===== src/rtl/sprite_mover.sv =====
// Tile-maze sprite mover: steps one pixel every STEP_DIV cycles, probes the four
// neighbour tiles from an external wall map whenever it sits on a tile boundary,
// and turns, continues or stops based on the probe result and the latest request.
module sprite_mover #(
  parameter int unsigned TILE_LOG2 = 3,
  parameter int unsigned COLS      = 28,
  parameter int unsigned ROWS      = 31,
  parameter int unsigned STEP_DIV  = 8,
  parameter int unsigned START_COL = 13,
  parameter int unsigned START_ROW = 23,
  parameter int unsigned WRAP_ROW  = 14
) (
  input  logic                          clk,
  input  logic                          rst,
  input  logic                          up,
  input  logic                          down,
  input  logic                          left,
  input  logic                          right,
  output logic                          wall_rd,
  output logic [$clog2(COLS*ROWS)-1:0]  wall_addr,
  input  logic                          wall_q,
  output logic [9:0]                    pos_x,
  output logic [9:0]                    pos_y,
  output logic [1:0]                    dir,
  output logic                          moving,
  output logic                          leg_l,
  output logic                          leg_r,
  output logic                          leg_u,
  output logic                          leg_d
);

  localparam int unsigned AddrW = $clog2(COLS * ROWS);
  localparam int unsigned TileW = 10 - TILE_LOG2;
  localparam int unsigned CntW  = $clog2(STEP_DIV);

  localparam logic [CntW-1:0]  StepMax = CntW'(STEP_DIV - 1);
  localparam logic [TileW-1:0] LastCol = TileW'(COLS - 1);
  localparam logic [TileW-1:0] LastRow = TileW'(ROWS - 1);
  localparam logic [TileW-1:0] WrapRow = TileW'(WRAP_ROW);
  localparam logic [9:0]       WrapX   = 10'((COLS - 1) << TILE_LOG2);
  localparam logic [9:0]       StartX  = 10'(START_COL << TILE_LOG2);
  localparam logic [9:0]       StartY  = 10'(START_ROW << TILE_LOG2);

  // Direction encoding doubles as the leg index; opposite direction is bit-0 flip.
  localparam logic [1:0] DirL = 2'd0;
  localparam logic [1:0] DirR = 2'd1;
  localparam logic [1:0] DirU = 2'd2;
  localparam logic [1:0] DirD = 2'd3;

  typedef enum logic [2:0] {
    StIdle, StProbeL, StProbeR, StProbeU, StProbeD, StCapture, StDecide
  } state_e;

  state_e            state_q, state_d;
  logic [CntW-1:0]   cnt_q, cnt_d;
  logic [9:0]        pos_x_q, pos_x_d, pos_y_q, pos_y_d;
  logic [1:0]        dir_q, dir_d, pend_dir_q, pend_dir_d;
  logic              moving_q, moving_d, pend_v_q, pend_v_d;
  logic [3:0]        open_q, open_d, legs_q, legs_d;
  logic              rd_ok_q;

  logic              step, aligned, take_pend;
  logic [1:0]        mv_dir;
  logic [9:0]        mv_x, mv_y;
  logic [TileW-1:0]  tile_col, tile_row, nb_col, nb_row;
  logic              nb_ok;

  assign step     = (cnt_q == StepMax);
  assign aligned  = (pos_x_q[TILE_LOG2-1:0] == '0) && (pos_y_q[TILE_LOG2-1:0] == '0);
  assign tile_col = pos_x_q[9:TILE_LOG2];
  assign tile_row = pos_y_q[9:TILE_LOG2];

  // Pending request is consumed either by an in-corridor reversal or a turn at DECIDE.
  always_comb begin
    take_pend = 1'b0;
    if (state_q == StIdle) begin
      take_pend = step && !aligned && pend_v_q && (pend_dir_q == (dir_q ^ 2'b01));
    end else if (state_q == StDecide) begin
      take_pend = pend_v_q && open_q[pend_dir_q];
    end
    mv_dir = take_pend ? pend_dir_q : dir_q;
  end

  // One-pixel move in mv_dir, with the tunnel jump on the wrap row.
  always_comb begin
    mv_x = pos_x_q;
    mv_y = pos_y_q;
    unique case (mv_dir)
      DirL:    mv_x = (pos_x_q == '0 && tile_row == WrapRow) ? WrapX : pos_x_q - 10'd1;
      DirR:    mv_x = (tile_col == LastCol && tile_row == WrapRow) ? '0 : pos_x_q + 10'd1;
      DirU:    mv_y = pos_y_q - 10'd1;
      default: mv_y = pos_y_q + 10'd1;
    endcase
  end

  // Neighbour tile for the current probe state; off-map neighbours are never read.
  always_comb begin
    nb_col = tile_col;
    nb_row = tile_row;
    nb_ok  = 1'b0;
    unique case (state_q)
      StProbeL: begin
        if (tile_col != '0) begin
          nb_col = tile_col - TileW'(1);
          nb_ok  = 1'b1;
        end else if (tile_row == WrapRow) begin
          nb_col = LastCol;
          nb_ok  = 1'b1;
        end
      end
      StProbeR: begin
        if (tile_col != LastCol) begin
          nb_col = tile_col + TileW'(1);
          nb_ok  = 1'b1;
        end else if (tile_row == WrapRow) begin
          nb_col = '0;
          nb_ok  = 1'b1;
        end
      end
      StProbeU: begin
        if (tile_row != '0) begin
          nb_row = tile_row - TileW'(1);
          nb_ok  = 1'b1;
        end
      end
      StProbeD: begin
        if (tile_row != LastRow) begin
          nb_row = tile_row + TileW'(1);
          nb_ok  = 1'b1;
        end
      end
      default: ;
    endcase
    wall_rd   = nb_ok;
    wall_addr = AddrW'(32'(nb_row) * COLS + 32'(nb_col));
  end

  // Next-state: step counter, probe sequencing, decision and request capture.
  always_comb begin
    state_d    = state_q;
    cnt_d      = step ? '0 : cnt_q + CntW'(1);
    pos_x_d    = pos_x_q;
    pos_y_d    = pos_y_q;
    dir_d      = dir_q;
    moving_d   = moving_q;
    pend_v_d   = pend_v_q;
    pend_dir_d = pend_dir_q;
    open_d     = open_q;
    legs_d     = legs_q;

    unique case (state_q)
      StIdle: begin
        if (step) begin
          if (aligned) begin
            state_d = StProbeL;
          end else if (take_pend || moving_q) begin
            pos_x_d = mv_x;
            pos_y_d = mv_y;
          end
        end
      end
      // wall_q answers the probe issued one cycle earlier.
      StProbeL:  state_d = StProbeR;
      StProbeR: begin
        open_d[DirL] = rd_ok_q & ~wall_q;
        state_d      = StProbeU;
      end
      StProbeU: begin
        open_d[DirR] = rd_ok_q & ~wall_q;
        state_d      = StProbeD;
      end
      StProbeD: begin
        open_d[DirU] = rd_ok_q & ~wall_q;
        state_d      = StCapture;
      end
      StCapture: begin
        open_d[DirD] = rd_ok_q & ~wall_q;
        state_d      = StDecide;
      end
      StDecide: begin
        legs_d  = open_q;
        state_d = StIdle;
        if (take_pend) begin
          moving_d = 1'b1;
          pos_x_d  = mv_x;
          pos_y_d  = mv_y;
        end else if (moving_q && open_q[dir_q]) begin
          pos_x_d = mv_x;
          pos_y_d = mv_y;
        end else begin
          moving_d = 1'b0;
        end
      end
      default: state_d = StIdle;
    endcase

    if (take_pend) begin
      dir_d    = pend_dir_q;
      pend_v_d = 1'b0;
    end

    // A fresh request always wins over an older or just-consumed one.
    if (up) begin
      pend_v_d   = 1'b1;
      pend_dir_d = DirU;
    end else if (down) begin
      pend_v_d   = 1'b1;
      pend_dir_d = DirD;
    end else if (left) begin
      pend_v_d   = 1'b1;
      pend_dir_d = DirL;
    end else if (right) begin
      pend_v_d   = 1'b1;
      pend_dir_d = DirR;
    end
  end

  // State registers with synchronous reset.
  always_ff @(posedge clk) begin
    if (rst) begin
      state_q    <= StIdle;
      cnt_q      <= '0;
      pos_x_q    <= StartX;
      pos_y_q    <= StartY;
      dir_q      <= DirL;
      moving_q   <= 1'b0;
      pend_v_q   <= 1'b0;
      pend_dir_q <= DirL;
      open_q     <= '0;
      legs_q     <= '0;
      rd_ok_q    <= 1'b0;
    end else begin
      state_q    <= state_d;
      cnt_q      <= cnt_d;
      pos_x_q    <= pos_x_d;
      pos_y_q    <= pos_y_d;
      dir_q      <= dir_d;
      moving_q   <= moving_d;
      pend_v_q   <= pend_v_d;
      pend_dir_q <= pend_dir_d;
      open_q     <= open_d;
      legs_q     <= legs_d;
      rd_ok_q    <= nb_ok;
    end
  end

  assign pos_x  = pos_x_q;
  assign pos_y  = pos_y_q;
  assign dir    = dir_q;
  assign moving = moving_q;
  assign leg_l  = legs_q[DirL];
  assign leg_r  = legs_q[DirR];
  assign leg_u  = legs_q[DirU];
  assign leg_d  = legs_q[DirD];

endmodule


===== config.mk =====
export PLATFORM = sky130hd
export DESIGN_NAME = sprite_mover
export DESIGN_NICKNAME = d
export VERILOG_FILES = /design/src/rtl/sprite_mover.sv
export SDC_FILE = /design/constraint.sdc
export NUM_CORES = 1
export LEC_CHECK = 0
export BUFFER_PORTS_ARGS = -buffer_cell sky130_fd_sc_hd__buf_2
export CELL_PAD_IN_SITES_DETAIL_PLACEMENT = 1
export CELL_PAD_IN_SITES_GLOBAL_PLACEMENT = 2
export CORE_UTILIZATION = 31
export CTS_CLUSTER_SIZE = 8
export DETAILED_ROUTE_END_ITERATION = 6
export PLACE_DENSITY_LB_ADDON = 0.3
export SLEW_MARGIN = 20
export SYNTH_ARGS = -nofsm -noshare
export SYNTH_HDL_FRONTEND = slang
export SYNTH_SLANG_ARGS = --single-unit

===== constraint.sdc =====
create_clock -name clk -period 4.6 [get_ports clk]
set_input_delay 0.92 -clock clk [delete_from_list [all_inputs] [get_ports clk]]
set_output_delay 0.92 -clock clk [all_outputs]
set_load 0.01 [all_outputs]

# Word-level counts from Yosys, hierarchy flattened
# Index checks and enable logic that the tools add are counted.
op_classes:
  mux: 51
  eq_ne: 20
  magnitude_cmp: 2
  n_bitwise: 3
  multipliers: 1
  reduce_logical: 27
  add_sub_neg: 10
ops:
  columns: ["operator", "n"]
  rows:
  - ["2-to-1 mux 10 bit", 12]
  - ["one-hot mux 10 bit (2 select lines)", 4]
  - ["2-to-1 mux 7 bit", 6]
  - ["one-hot mux 7 bit (2 select lines)", 2]
  - ["adder 10 x 1 -> 10 bit (second input constant)", 2]
  - ["subtractor 10 x 1 -> 10 bit (second input constant)", 2]
  - ["one-hot mux 3 bit (6 select lines)", 1]
  - ["2-to-1 mux 1 bit", 16]
  - ["adder 7 x 1 -> 7 bit (second input constant)", 2]
  - ["inequality test 7 x 5 -> 1 bit (second input constant)", 2]
  - ["nonzero test 7 bit", 2]
  - ["subtractor 7 x 1 -> 7 bit (second input constant)", 2]
  - ["== test 3 bit (second input constant)", 4]
  - ["adder 10 x 7 -> 10 bit", 1]
  - ["zero test 10 bit", 1]
  - ["2-to-1 mux 2 bit", 5]
  - ["zero test 3 bit", 3]
  - ["logical AND 1 bit", 8]
  - ["multiplier 7 x 3 -> 8 bit (second input constant)", 1]
  - ["inequality test 2 bit (second input constant)", 4]
  - ["== test 7 x 4 -> 1 bit (second input constant)", 1]
  - ["== test 7 x 5 -> 1 bit (second input constant)", 1]
  - ["== test 3 x 2 -> 1 bit (second input constant)", 2]
  - ["less-than comparator 2 x 3 -> 1 bit (second input constant)", 2]
  - ["22 further kinds", 28]
word_totals:
  out_inout_bits: 38
  in_bits: 7
  word_cells: 129
  reg_bits: 41

# Depth between registers and ports, before layout
# Gate-level depths: netlist of the first run.
depth:
  word_depth: 15
  mapped_depth: 21
  mapped_depth_nobuf: 20

# Worst setup path before layout of the first run
# OpenSTA, ideal clock, no wires.
synth_timing:
  path_kind: "register to output"
  startpoint: "register pos_y_q[3], in the netlist pos_y[3]"
  endpoint: "output port wall_addr[9]"
  path_slack_ns: -0.255
  n_path_buf: 1
  required_time_ns: 3.680
  arrival_ns: 3.935
  stages_incl_launch_ff: 21
  cell_sequence: "dfxtp_1 clkbuf_1 inv_1 ha_1 nand3_1 nand2_1 o221a_2 o22ai_1 inv_1 fa_1 inv_1 ha_1 inv_1 fa_1 inv_1 ha_1 inv_1 o21bai_1 a21oi_1 nor2_1 xnor2_1"
synth_between:
  elab_chain_cells: 5
  word_cells_on_any_way: 15
  cone_classes: "3 x add/sub; 1 x mul; 2 x eq/ne; 8 x mux; 1 x reduce/logical"
synth_lines:
  columns: ["item", "line_no", "rtl"]
  rows:
  - ["start, declared", "56", "logic [9:0] pos_x_q, pos_x_d, pos_y_q, pos_y_d;"]
  - ["start signal, assigned", "224", "pos_y_q <= StartY;"]
  - ["start signal, assigned", "236", "pos_y_q <= pos_y_d;"]
  - ["adder 7 x 1 -> 7 bit (tied with other cells)", "128", "nb_row = tile_row + TileW'(1);"]
  - ["2-to-1 mux 7 bit, on equally long branches", null, null]
  - ["one-hot mux 7 bit (2 select lines) (tied with other cells)", "101", "unique case (state_q)"]
  - ["multiplier 7 x 3 -> 8 bit / one-hot mux 7 bit (2 select lines) (equally long branches)", "135, 101", null]
  - ["adder 10 x 7 -> 10 bit (*)", "135", "wall_addr = AddrW'(32'(nb_row) * COLS + 32'(nb_col));"]
  - ["end, declared", "20", "output logic [$clog2(COLS*ROWS)-1:0] wall_addr,"]
# Mark *: on every way between the ends. The rest lies on a longest branch, timed or not.

# Worst setup path in the final report of the first run
layout_timing:
  startpoint: "register pos_y_q[6], in the netlist pos_y[6]"
  endpoint: "output port wall_addr[9]"
# Same word-level chain as after synthesis.

==> flow_summary.json, run 1 <==
{
  "p_seq_share_pct": 44.2,
  "insertion_delay_ns": 0.29,
  "fin_cells": 747,
  "fmax_ghz": 0.211,
  "post-route-min-period_ns": 4.74,
  "rsz0062_at_grt": "yes",
  "drive_gt1_share_pct": 26.8,
  "p_leak_nw": 2.06,
  "cts_hold_buffers": 0,
  "ys_ff_latch": 41,
  "synthMuxAreaShare_pct": 5.11,
  "drc_errors": 0,
  "cp_slowest_stage_delay_ns": 0.48,
  "synth-async-reset-ratio_pct": 0,
  "min_path_type": "flop to flop",
  "rows": 40,
  "grt_max_degree": 43,
  "syn_area_per_cell_sq_um": 7.71,
  "critPathLaunchType": "flop",
  "drt-met1-wl_mm": 5.45,
  "netlist_area_sq_mm": 0.00384,
  "place.port_buffers": 44,
  "hold_ws_ns": 0.433,
  "top_layer_used": "met4",
  "path_class": "flop to primary output",
  "finalMaxSlewViolations": 0,
  "dr.pass1.iters": 4,
  "crit_chain": "nor3_4, nand3_4, and2_4, a211oi_4, o22ai_4, inv_2, fa_1, inv_2, ha_4, inv_2, fa_1, inv_2, ha_4, inv_2, o21bai_1, a21oi_2, nor2_2, xnor2_1, buf_2",
  "synth-compound-area-share_pct": 23.7,
  "overflow": 0,
  "nets": 623,
  "clk_pin_slew_worst_paths_ns": 0.07,
  "synth_top_area_share_pct": 21.4,
  "cts_made_buffers": 5,
  "worst_pin_slew_ns": 0.813,
  "synthTopCellsByCount": "nor2_1, dfxtp_1, a21oi_1",
  "status": "complete, but fails checks",
  "setup_viol": 3,
  "vias": 3966,
  "die_x_um": 113,
  "htree_levels": 2,
  "route.met3.wl_um": 342,
  "power.share.combinational_pct": 3.6,
  "max_slew_margin_pct": 45.8,
  "initial_utilization_pct": 31.8,
  "antenna_found_initial": 0,
  "cts.sinks": 41,
  "area_delta_synth_final_pct": 28.8,
  "p_int_w": 0.000641,
  "synthAdderAreaFrac_pct": 13.7,
  "num_io_pins": 45,
  "p_sw_w": 0.000176,
  "path_common_cell": "inv_2",
  "synth_top_family_by_area": "compound AO/OA/AOI/OAI gates",
  "maxCapViolCount": 0,
  "synth.most_common_cell": "nor2_1",
  "core-area_sq_mm": 0.0121,
  "die_h_um": 113,
  "synthSimpleGateAreaFrac_pct": 23.2,
  "avgRoutedWirePerCell_um": 16.4,
  "yosys.cell_types.count": 69,
  "finalHoldViolCount": 0,
  "drt_iter0_drc": 156,
  "dp_cells": 727,
  "synth_flop_cell": "dfxtp_1",
  "avgViaCountPerCell": 5.31,
  "met2WireLength_mm": 6.34,
  "arrival_ns": 3.82,
  "switching_share_pct": 21.6,
  "synth_edf_count": 0,
  "clk_path_buf_depth": 2,
  "cts_tree": "built",
  "place.gp.congestion": 0.847,
  "period_share_pct": 103,
  "grt_pass1_wl_mm": 20.3,
  "placed_area_sq_mm": 0.00452,
  "peakVddDrop_v": 0.000138,
  "crit_required_ns": 3.68,
  "setup_slack_ns": -0.138,
  "hpwl_mm": 9.33,
  "ant_nets": 0,
  "violations": "setup timing",
  "antenna_cells": 0,
  "clockRootBuffer": "clkbuf_16",
  "critPathSlowestCell": "fa_1",
  "cellPowerDensity_mw_per_mm2": 165,
  "fill_cells": 1486,
  "skew_ns": 0.00799,
  "first_global_vias": 4091,
  "synth-xor-area-share_pct": 6.38,
  "worstSetupEndpointType": "primary output",
  "yosysWarnings": 0,
  "synth_nets": 543,
  "synth.top_cells.by_area": "dfxtp_1, ha_1, xnor2_1",
  "synth_cells": 498,
  "grtUsageTotal_pct": 19.8,
  "design_area_sq_mm": 0.00495,
  "ys_seq_area_share_pct": 21.4,
  "yosysTopAreaCell": "dfxtp_1",
  "die_area_sq_mm": 0.0128,
  "clkPwrFrac_pct": 52.2,
  "wl_mm": 12.3,
  "critPathMaxFanout": 5
}
[power by group through the flow]
stage / Sequential, W / Clock, W / Combinational [W]
global route: 0.000362 / 0.000448 / 0.0000332
floorplan: 0.000368 / 0 / 0.0000199
CTS: 0.000362 / 0.000436 / 0.0000300
global placement: 0.000370 / 0 / 0.0000284
finish: 0.000361 / 0.000427 / 0.0000291
detailed placement: 0.000370 / 0 / 0.0000297
[flip-flops by register name, summed over array words and instances, names as in the netlist]
| register | flops |
|---|---|
| cnt_q | 3 |
| dir | 2 |
| legs_q | 4 |
| moving | 1 |
| open_q | 4 |
| pend_dir_q | 2 |
| pend_v_q | 1 |
| pos_x | 10 |
| pos_y | 10 |
| rd_ok_q | 1 |
| state_q | 3 |
[metal layers]
| metal | up-vias | GRT usage, % |
|---|---|---|
| met1 | 1933 | 24.5 |
| met4 | 0 | 4.56 |
| met3 | 14 | 2.79 |
| met5 | - | 0 |
| met2 | 70 | 36.2 |
| li1 | 1949 | - |
[layout by cell type (no fill, tap or decap), types with 5 or more instances in the layout]
cell        n
a211o_1     5
inv_1      27
nand2b_1    8
xnor2_1    24
nand2_1    35
o21ai_0    22
buf_4      53
ha_1       27
a21oi_1    39
nor2b_1     7
and3_1      7
fa_1        7
dfxtp_1    36
nor2_1     48
buf_2      44
a211oi_1    6
a21o_1      7
inv_2       6
nand3_1    18
mux2i_1    14
clkbuf_16   5
nor3_1     12
a31oi_1     5
[logic make-up after synthesis]
logic type	Yosys count
xor gates and xnor gates	28
buffers and inverters	58
AOI/OAI and AO/OA	138
and+or+nand+nor	178
DFF	41
muxes	17
adders and majority gates	38
[critical path: cells and delay by family, from the launching register on]
kind / cells / cell delay (ns)
AOI/OAI and AO/OA: 4 / 0.66
xor gates and xnor gates: 1 / 0.12
adders and majority gates: 4 / 1.30
buffers and inverters: 6 / 0.41
DFF: 1 / 0.36
and+or+nand+nor: 4 / 0.68
[final cells by class]
cell class              instances  area, sq um  share of cell area [%]
multi-input cells             399         2970                    60.1
inverters                      33          124                    2.50
well taps                     168          210                    4.25
repair buffers                 98          629                    12.7
clock inverters                 2         37.5                   0.759
flip-flops and latches         41          832                    16.8
clock buffers                   6          139                    2.81
[stage by stage]
stage / total power [W] / util (%) / TNS (ns) / setup WS [ns]
final: 0.000817 / 41.0 / -0.277 / -0.138
after global routing: 0.000844 / 41.0 / -1.11 / -0.362
after CTS: 0.000828 / 40.2 / -0.251 / -0.127
after detailed placement: 0.000400 / 37.5 / -0.249 / -0.137
after global placement: 0.000398 / 37.5 / 0 / 0.0748
after floorplan: 0.000388 / - / 0 / 0.0325
[path summary, 6_finish.rpt]
| path | from | to | slack (ns) | depth (start not counted) |
|---|---|---|---|---|
| max | pos_y[6] | wall_addr[9] | -0.14 | 19 |
| min | cnt_q[0] | cnt_q[0] | 0.43 | 1 |
| max reg2reg | cnt_q[0] | pos_y[9] | 0.40 | 16 |
| min reg2reg | cnt_q[0] | cnt_q[0] | 0.43 | 1 |
[what timing repair did]
action	4_1_cts	5_1_grt
pin swaps	10	12
setup endpoints to repair	4	6
buffers inserted	9	4
gates resized for setup	29	14
Note: power is estimated with default switching activity, not from simulation.
==> run 2: changes to the inputs <==
==> constraint.sdc (replaced) <==
create_clock -name clk -period 4.6 [get_ports clk]
set_input_delay 0.92 -clock clk [delete_from_list [all_inputs] [get_ports clk]]
set_output_delay 0.92 -clock clk [all_outputs]
set_load 0.02 [all_outputs]
==> run 2 against run 1 <==
The flow still finishes with violations (setup timing). Cell count is 0.54% higher. Clock power shrank 13%. Utilization up 0.73 points. Worst setup slack got worse by 0.033 ns. Clock skew decreased by 0.0039 ns. Global-route usage rose by 0.29 points. Largest power group unchanged. Highest routed layer unchanged.
==> flow_summary.json, run 2 (same netlist as run 1, synthesis figures left out) <==
{
  "status": "complete, but fails checks",
  "violations": "setup timing",
  "path_class": "flop to primary output",
  "drc_errors": 0,
  "grt_pass1_wl_mm": 20.6,
  "fmax_ghz": 0.210,
  "num_io_pins": 45,
  "layout_commonest_cell": "buf_4",
  "r2r_cells": 15,
  "skew_ns": 0.00408,
  "drt-met1-wl_mm": 5.71,
  "avgViaCountPerCell": 5.28,
  "placed_area_sq_mm": 0.00459,
  "drt_iter0_drc": 231,
  "r2r-end": "pos_y[9]",
  "overflow": 0,
  "post-place-ws_ns": -0.153,
  "route.met3.wl_um": 370,
  "finalHoldViolCount": 0,
  "worstSetupEndpointType": "primary output",
  "cts_tree": "built",
  "whs_path_depth": 1,
  "place.gp.congestion": 0.897,
  "antenna_found_initial": 0,
  "design_area_sq_mm": 0.00503,
  "period_share_pct": 104,
  "maxCapViolCount": 0,
  "crit_required_ns": 3.68,
  "clk_pin_slew_worst_paths_ns": 0.06,
  "top_layer_used": "met4",
  "hold_end": "cnt_q[0]",
  "die_area_sq_mm": 0.0128,
  "initial_utilization_pct": 31.8,
  "min_path_type": "flop to flop",
  "setup_slack_ns": -0.171,
  "p_leak_nw": 2.11,
  "insertion_delay_ns": 0.29,
  "ant_nets": 0,
  "hpwl_mm": 9.53,
  "htree_levels": 2,
  "final_cell_mix": "buf_4, nor2_1, buf_2",
  "clockRootBuffer": "clkbuf_16",
  "arrival_ns": 3.85,
  "grtUsageTotal_pct": 20.1,
  "post-route-min-period_ns": 4.77,
  "place.port_buffers": 44,
  "worst_pin_slew_ns": 0.833,
  "wl_mm": 12.5,
  "hold_start": "cnt_q[0]",
  "clk_path_buf_depth": 2,
  "dp_cells": 733,
  "critPathMaxFanout": 5,
  "area_delta_synth_final_pct": 31.0,
  "rsz0062_at_grt": "yes",
  "met2WireLength_mm": 6.26,
  "antenna_cells": 0,
  "max_slew_margin_pct": 44.5,
  "dr.pass1.iters": 4,
  "avgRoutedWirePerCell_um": 16.6,
  "drive_gt1_share_pct": 30.0,
  "reg2reg_slack_ns": 0.37,
  "first_global_vias": 4114,
  "rows": 40,
  "cellPowerDensity_mw_per_mm2": 152,
  "finalMaxSlewViolations": 0,
  "peakVddDrop_v": 0.000129,
  "critPathLaunchType": "flop",
  "cts_made_buffers": 5,
  "core-area_sq_mm": 0.0121,
  "worstReg2RegStart": "cnt_q[0]",
  "die_h_um": 113,
  "die_x_um": 113,
  "fin_cells": 751,
  "cts_hold_buffers": 0,
  "vias": 3967,
  "setup_viol": 3,
  "grt_max_degree": 43,
  "nets": 627,
  "cts.sinks": 41,
  "fill_cells": 1463
}
==> run 2: area by class of cell <==
class | count | area, sq um | area share (%)
inverters | 33 | 126 | 2.51
clock buffers | 7 | 143 | 2.83
clock inverters | 1 | 7.51 | 0.149
multi-input cells | 399 | 3040 | 60.4
well taps | 168 | 210 | 4.18
flip-flops and latches | 41 | 832 | 16.5
repair buffers | 102 | 676 | 13.4
==> run 2: worst max-delay path by stage <==
stage	from	endpoint	slack, ns
after CTS	state_q[1]	wall_addr[7]	-0.25
after global routing	state_q[2]	wall_addr[7]	-0.36
final	state_q[1]	wall_addr[7]	-0.17
after global placement	state_q[1]	wall_addr[9]	0.01
after floorplan	pos_y[3]	wall_addr[7]	-0.03
after detailed placement	state_q[1]	wall_addr[8]	-0.15
==> run 2: critical path: stages (launching register included) <==
cell and delay [ns]:
dfxtp_2 0.35, or2b_1 0.27, nor2_4 0.15, nand2_4 0.08
o221a_2 0.28, o22ai_2 0.14, inv_2 0.07, fa_1 0.44
inv_2 0.08, ha_4 0.13, inv_2 0.04, fa_2 0.52
inv_2 0.05, ha_4 0.27, inv_2 0.03, o21bai_1 0.15
a21oi_2 0.08, buf_4 0.14, xnor2_2 0.12, buf_4 0.16
==> run 2: repair_timing <==
action | in CTS | in global routing
resized for setup | 30 | 28
setup endpoints to repair | 6 | 6
buffers inserted | 8 | 2
pin swaps | 11 | 17
==> run 2: per-stage QoR <==
step                      util [%]  total power [W]  hold slack [ns]  setup TNS, ns
after floorplan                  -         0.000389            0.408        -0.0537
after global placement        38.1         0.000399            0.416              0
after detailed placement      38.1         0.000401            0.442         -0.295
after CTS                     40.6         0.000772            0.451         -0.779
after global routing          41.7         0.000795            0.487          -1.31
final                         41.7         0.000764            0.445         -0.450
==> run 2: power breakdown <==
group	switching, W	internal [W]
clock	0.000155	0.000217
sequential	0.00000369	0.000358
combinational	0.0000187	0.0000120
==> run 2: routing by layer <==
| layer | track usage [%] | vias to the layer above |
|---|---|---|
| li1 | - | 1958 |
| met1 | 25.5 | 1927 |
| met2 | 35.8 | 72 |
| met3 | 3.54 | 10 |
| met4 | 3.68 | 0 |
| met5 | 0 | - |
==> run 3: changes to the inputs <==
--- a/config.mk
+++ b/config.mk
@@ -6,9 +6,7 @@
 export NUM_CORES = 1
 export LEC_CHECK = 0
 export BUFFER_PORTS_ARGS = -buffer_cell sky130_fd_sc_hd__buf_2
-export CELL_PAD_IN_SITES_DETAIL_PLACEMENT = 1
-export CELL_PAD_IN_SITES_GLOBAL_PLACEMENT = 2
-export CORE_UTILIZATION = 31
+export CORE_UTILIZATION = 54
 export CTS_CLUSTER_SIZE = 8
 export DETAILED_ROUTE_END_ITERATION = 6
 export PLACE_DENSITY_LB_ADDON = 0.3
==> run 3 against run 2 <==
Sequential power hardly changed. Total power is 15% lower. Hold slack got worse by 0.0050 ns. Global-route usage rose by 8.7 points. Critical path depth shrank 3. The flow still finishes with violations (setup timing). Critical endpoint unchanged. Cell count decreased by 11%. Worst setup slack got worse by 0.038 ns. Clock power down 29%. Largest cell class unchanged. Utilization grew 29 points. Cell area decreased by 4.1%. Wire length down 13%. First-iteration DRC count shrank 9.1%.
==> flow_summary.json, run 3 (same netlist as run 1, synthesis figures left out) <==
{
  "status": "complete, but fails checks",
  "violations": "setup timing",
  "grt_pass1_wl_mm": 17.5,
  "area_delta_synth_final_pct": 25.7,
  "arrival_ns": 3.89,
  "dr.pass1.iters": 5,
  "path_class": "flop to primary output",
  "die_x_um": 86.3,
  "final_cell_mix": "buf_4, nor2_1, buf_2",
  "setup_tns_ns": -0.607,
  "worstReg2RegStart": "cnt_q[0]",
  "switching_share_pct": 26.1,
  "place.gp.congestion": 0.944,
  "finalHoldViolCount": 0,
  "p_int_w": 0.000481,
  "num_io_pins": 45,
  "worst_pin_slew_ns": 0.799,
  "path_common_cell": "ha_1",
  "min_path_type": "flop to flop",
  "fill_cells": 575,
  "place.port_buffers": 44,
  "whs_path_depth": 1,
  "antenna_cells": 0,
  "clkPwrFrac_pct": 40.1,
  "initial_utilization_pct": 56.2,
  "die_area_sq_mm": 0.00745,
  "rows": 30,
  "setup_viol": 4,
  "max_slew_margin_pct": 46.8,
  "wl_mm": 10.8,
  "cts_tree": "built",
  "cts_hold_buffers": 0,
  "hpwl_mm": 7.77,
  "period_share_pct": 105,
  "layout_commonest_cell": "buf_4",
  "cp_slowest_stage_delay_ns": 0.55,
  "reg2reg_slack_ns": 0.30,
  "fin_cells": 669,
  "dp_cells": 653,
  "htree_levels": 2,
  "insertion_delay_ns": 0.31,
  "power.share.combinational_pct": 4.4,
  "p_leak_nw": 2.02,
  "clockRootBuffer": "clkbuf_8",
  "vias": 4030,
  "antenna_found_initial": 0,
  "nets": 617,
  "crit_chain": "inv_1, ha_1, or3b_2, nor4_4, nand2_1, o21ai_0, a21oi_1, o22ai_1, o2bb2ai_1, ha_1, a21o_1, a21oi_2, o21bai_4, a21oi_4, xnor2_1, buf_4",
  "skew_ns": 0.0128,
  "drc_errors": 0,
  "avgViaCountPerCell": 6.02,
  "r2r_cells": 16,
  "design_area_sq_mm": 0.00483,
  "cellPowerDensity_mw_per_mm2": 135,
  "cts_made_buffers": 5,
  "placed_area_sq_mm": 0.00444,
  "grtUsageTotal_pct": 28.9,
  "core-area_sq_mm": 0.00683,
  "rsz0062_at_grt": "yes",
  "path_buf_inv": 2,
  "clk_pin_slew_worst_paths_ns": 0.10,
  "finalMaxSlewViolations": 0,
  "crit_required_ns": 3.68,
  "fmax_ghz": 0.208,
  "die_h_um": 86.3,
  "critPathSlowestCell": "or3b_2",
  "ant_nets": 0,
  "post-route-min-period_ns": 4.81,
  "p_seq_share_pct": 55.4,
  "peakVddDrop_v": 0.000130,
  "maxCapViolCount": 0,
  "worstSetupEndpointType": "primary output",
  "clk_path_buf_depth": 2,
  "r2r-end": "pos_y[9]",
  "overflow": 0,
  "hold_start": "cnt_q[0]",
  "grt_max_degree": 43,
  "drt_iter0_drc": 210,
  "path_delay_family": "compound AO/OA/AOI/OAI gates",
  "drive_gt1_share_pct": 28.8,
  "setup_slack_ns": -0.209,
  "hold_end": "cnt_q[0]",
  "avgRoutedWirePerCell_um": 16.1,
  "critPathLaunchType": "flop",
  "cts.sinks": 41,
  "first_global_vias": 3771,
  "p_sw_w": 0.000170,
  "critPathMaxFanout": 5
}
==> run 3: cell types whose count changed in the layout (fill, tap and decap cells not counted), moves of 2 or more <==
cell / change
buf_4: -9
clkbuf_16: -5
clkbuf_8: +4
inv_6: +3
dfxtp_2: -2
dfxtp_4: +2
nor2_2: -2
==> run 3: worst max-delay path by stage <==
| stage | depth (start not counted) | end | from | slack, ns |
|---|---|---|---|---|
| finish | 16 | wall_addr[7] | pos_x[3] | -0.21 |
| global route | 16 | wall_addr[7] | pos_x[3] | -0.44 |
| CTS | 20 | wall_addr[9] | state_q[1] | -0.23 |
| detailed placement | 19 | wall_addr[9] | state_q[1] | -0.11 |
| global placement | 20 | wall_addr[9] | pos_y[3] | 0.06 |
| floorplan | 17 | wall_addr[7] | pos_y[3] | -0.03 |
==> run 3: final cells by class <==
class | count | area [sq um] | area share [%]
tap | 96 | 120 | 2.49
clock buffer | 5 | 68.8 | 1.43
multi-input combinational | 399 | 3050 | 63.2
timing repair buffer | 92 | 597 | 12.4
inverter | 33 | 126 | 2.62
sequential | 41 | 837 | 17.3
clock inverter | 3 | 26.3 | 0.544
==> run 3: worst reg2reg max path, delay by kind of cell, from the launching register on <==
kind,cells,cell delay [ns]
multiplexers,1,0.39
buffers and inverters,1,0.19
AND/OR/NAND/NOR,2,0.55
adder cells (fa/ha/maj),3,0.57
flip-flops,1,0.35
AO/OA/AOI/OAI,9,2.15
==> run 3: per-stage QoR <==
| step | total power, W | utilization, % | hold slack, ns | setup slack, ns |
|---|---|---|---|---|
| after floorplan | 0.000389 | - | 0.408 | -0.0327 |
| after global placement | 0.000397 | 65.0 | 0.415 | 0.0634 |
| after CTS | 0.000656 | 68.1 | 0.438 | -0.231 |
| after detailed placement | 0.000399 | 65.0 | 0.422 | -0.115 |
| after global routing | 0.000678 | 70.7 | 0.447 | -0.442 |
| final | 0.000652 | 70.7 | 0.440 | -0.209 |
==> run 3: metal layers <==
| metal | GRT usage (%) | vias up | share of wire (%) |
|---|---|---|---|
| met5 | 0 | - | 0 |
| met4 | 6.36 | 0 | 1.9 |
| met3 | 3.24 | 27 | 7.3 |
| met2 | 52.1 | 185 | 49 |
| met1 | 37.0 | 1869 | 42 |
| li1 | - | 1949 | - |
==> run 3: repair_timing <==
item | 4_1_cts | 5_1_grt
gates cloned | 0 | 0
pin swaps | 11 | 17
setup buffers | 5 | 3
gates resized for setup | 25 | 36
endpoints found under the setup margin | 5 | 5
==> run 3: power groups by stage <==
stage          combinational [W]  sequential [W]  clock [W]
2_1_floorplan          0.0000210        0.000368          0
3_3_place_gp           0.0000270        0.000370          0
3_5_place_dp           0.0000282        0.000371          0
4_1_cts                0.0000283        0.000362   0.000266
5_1_grt                0.0000328        0.000362   0.000283
6_report               0.0000288        0.000361   0.000262
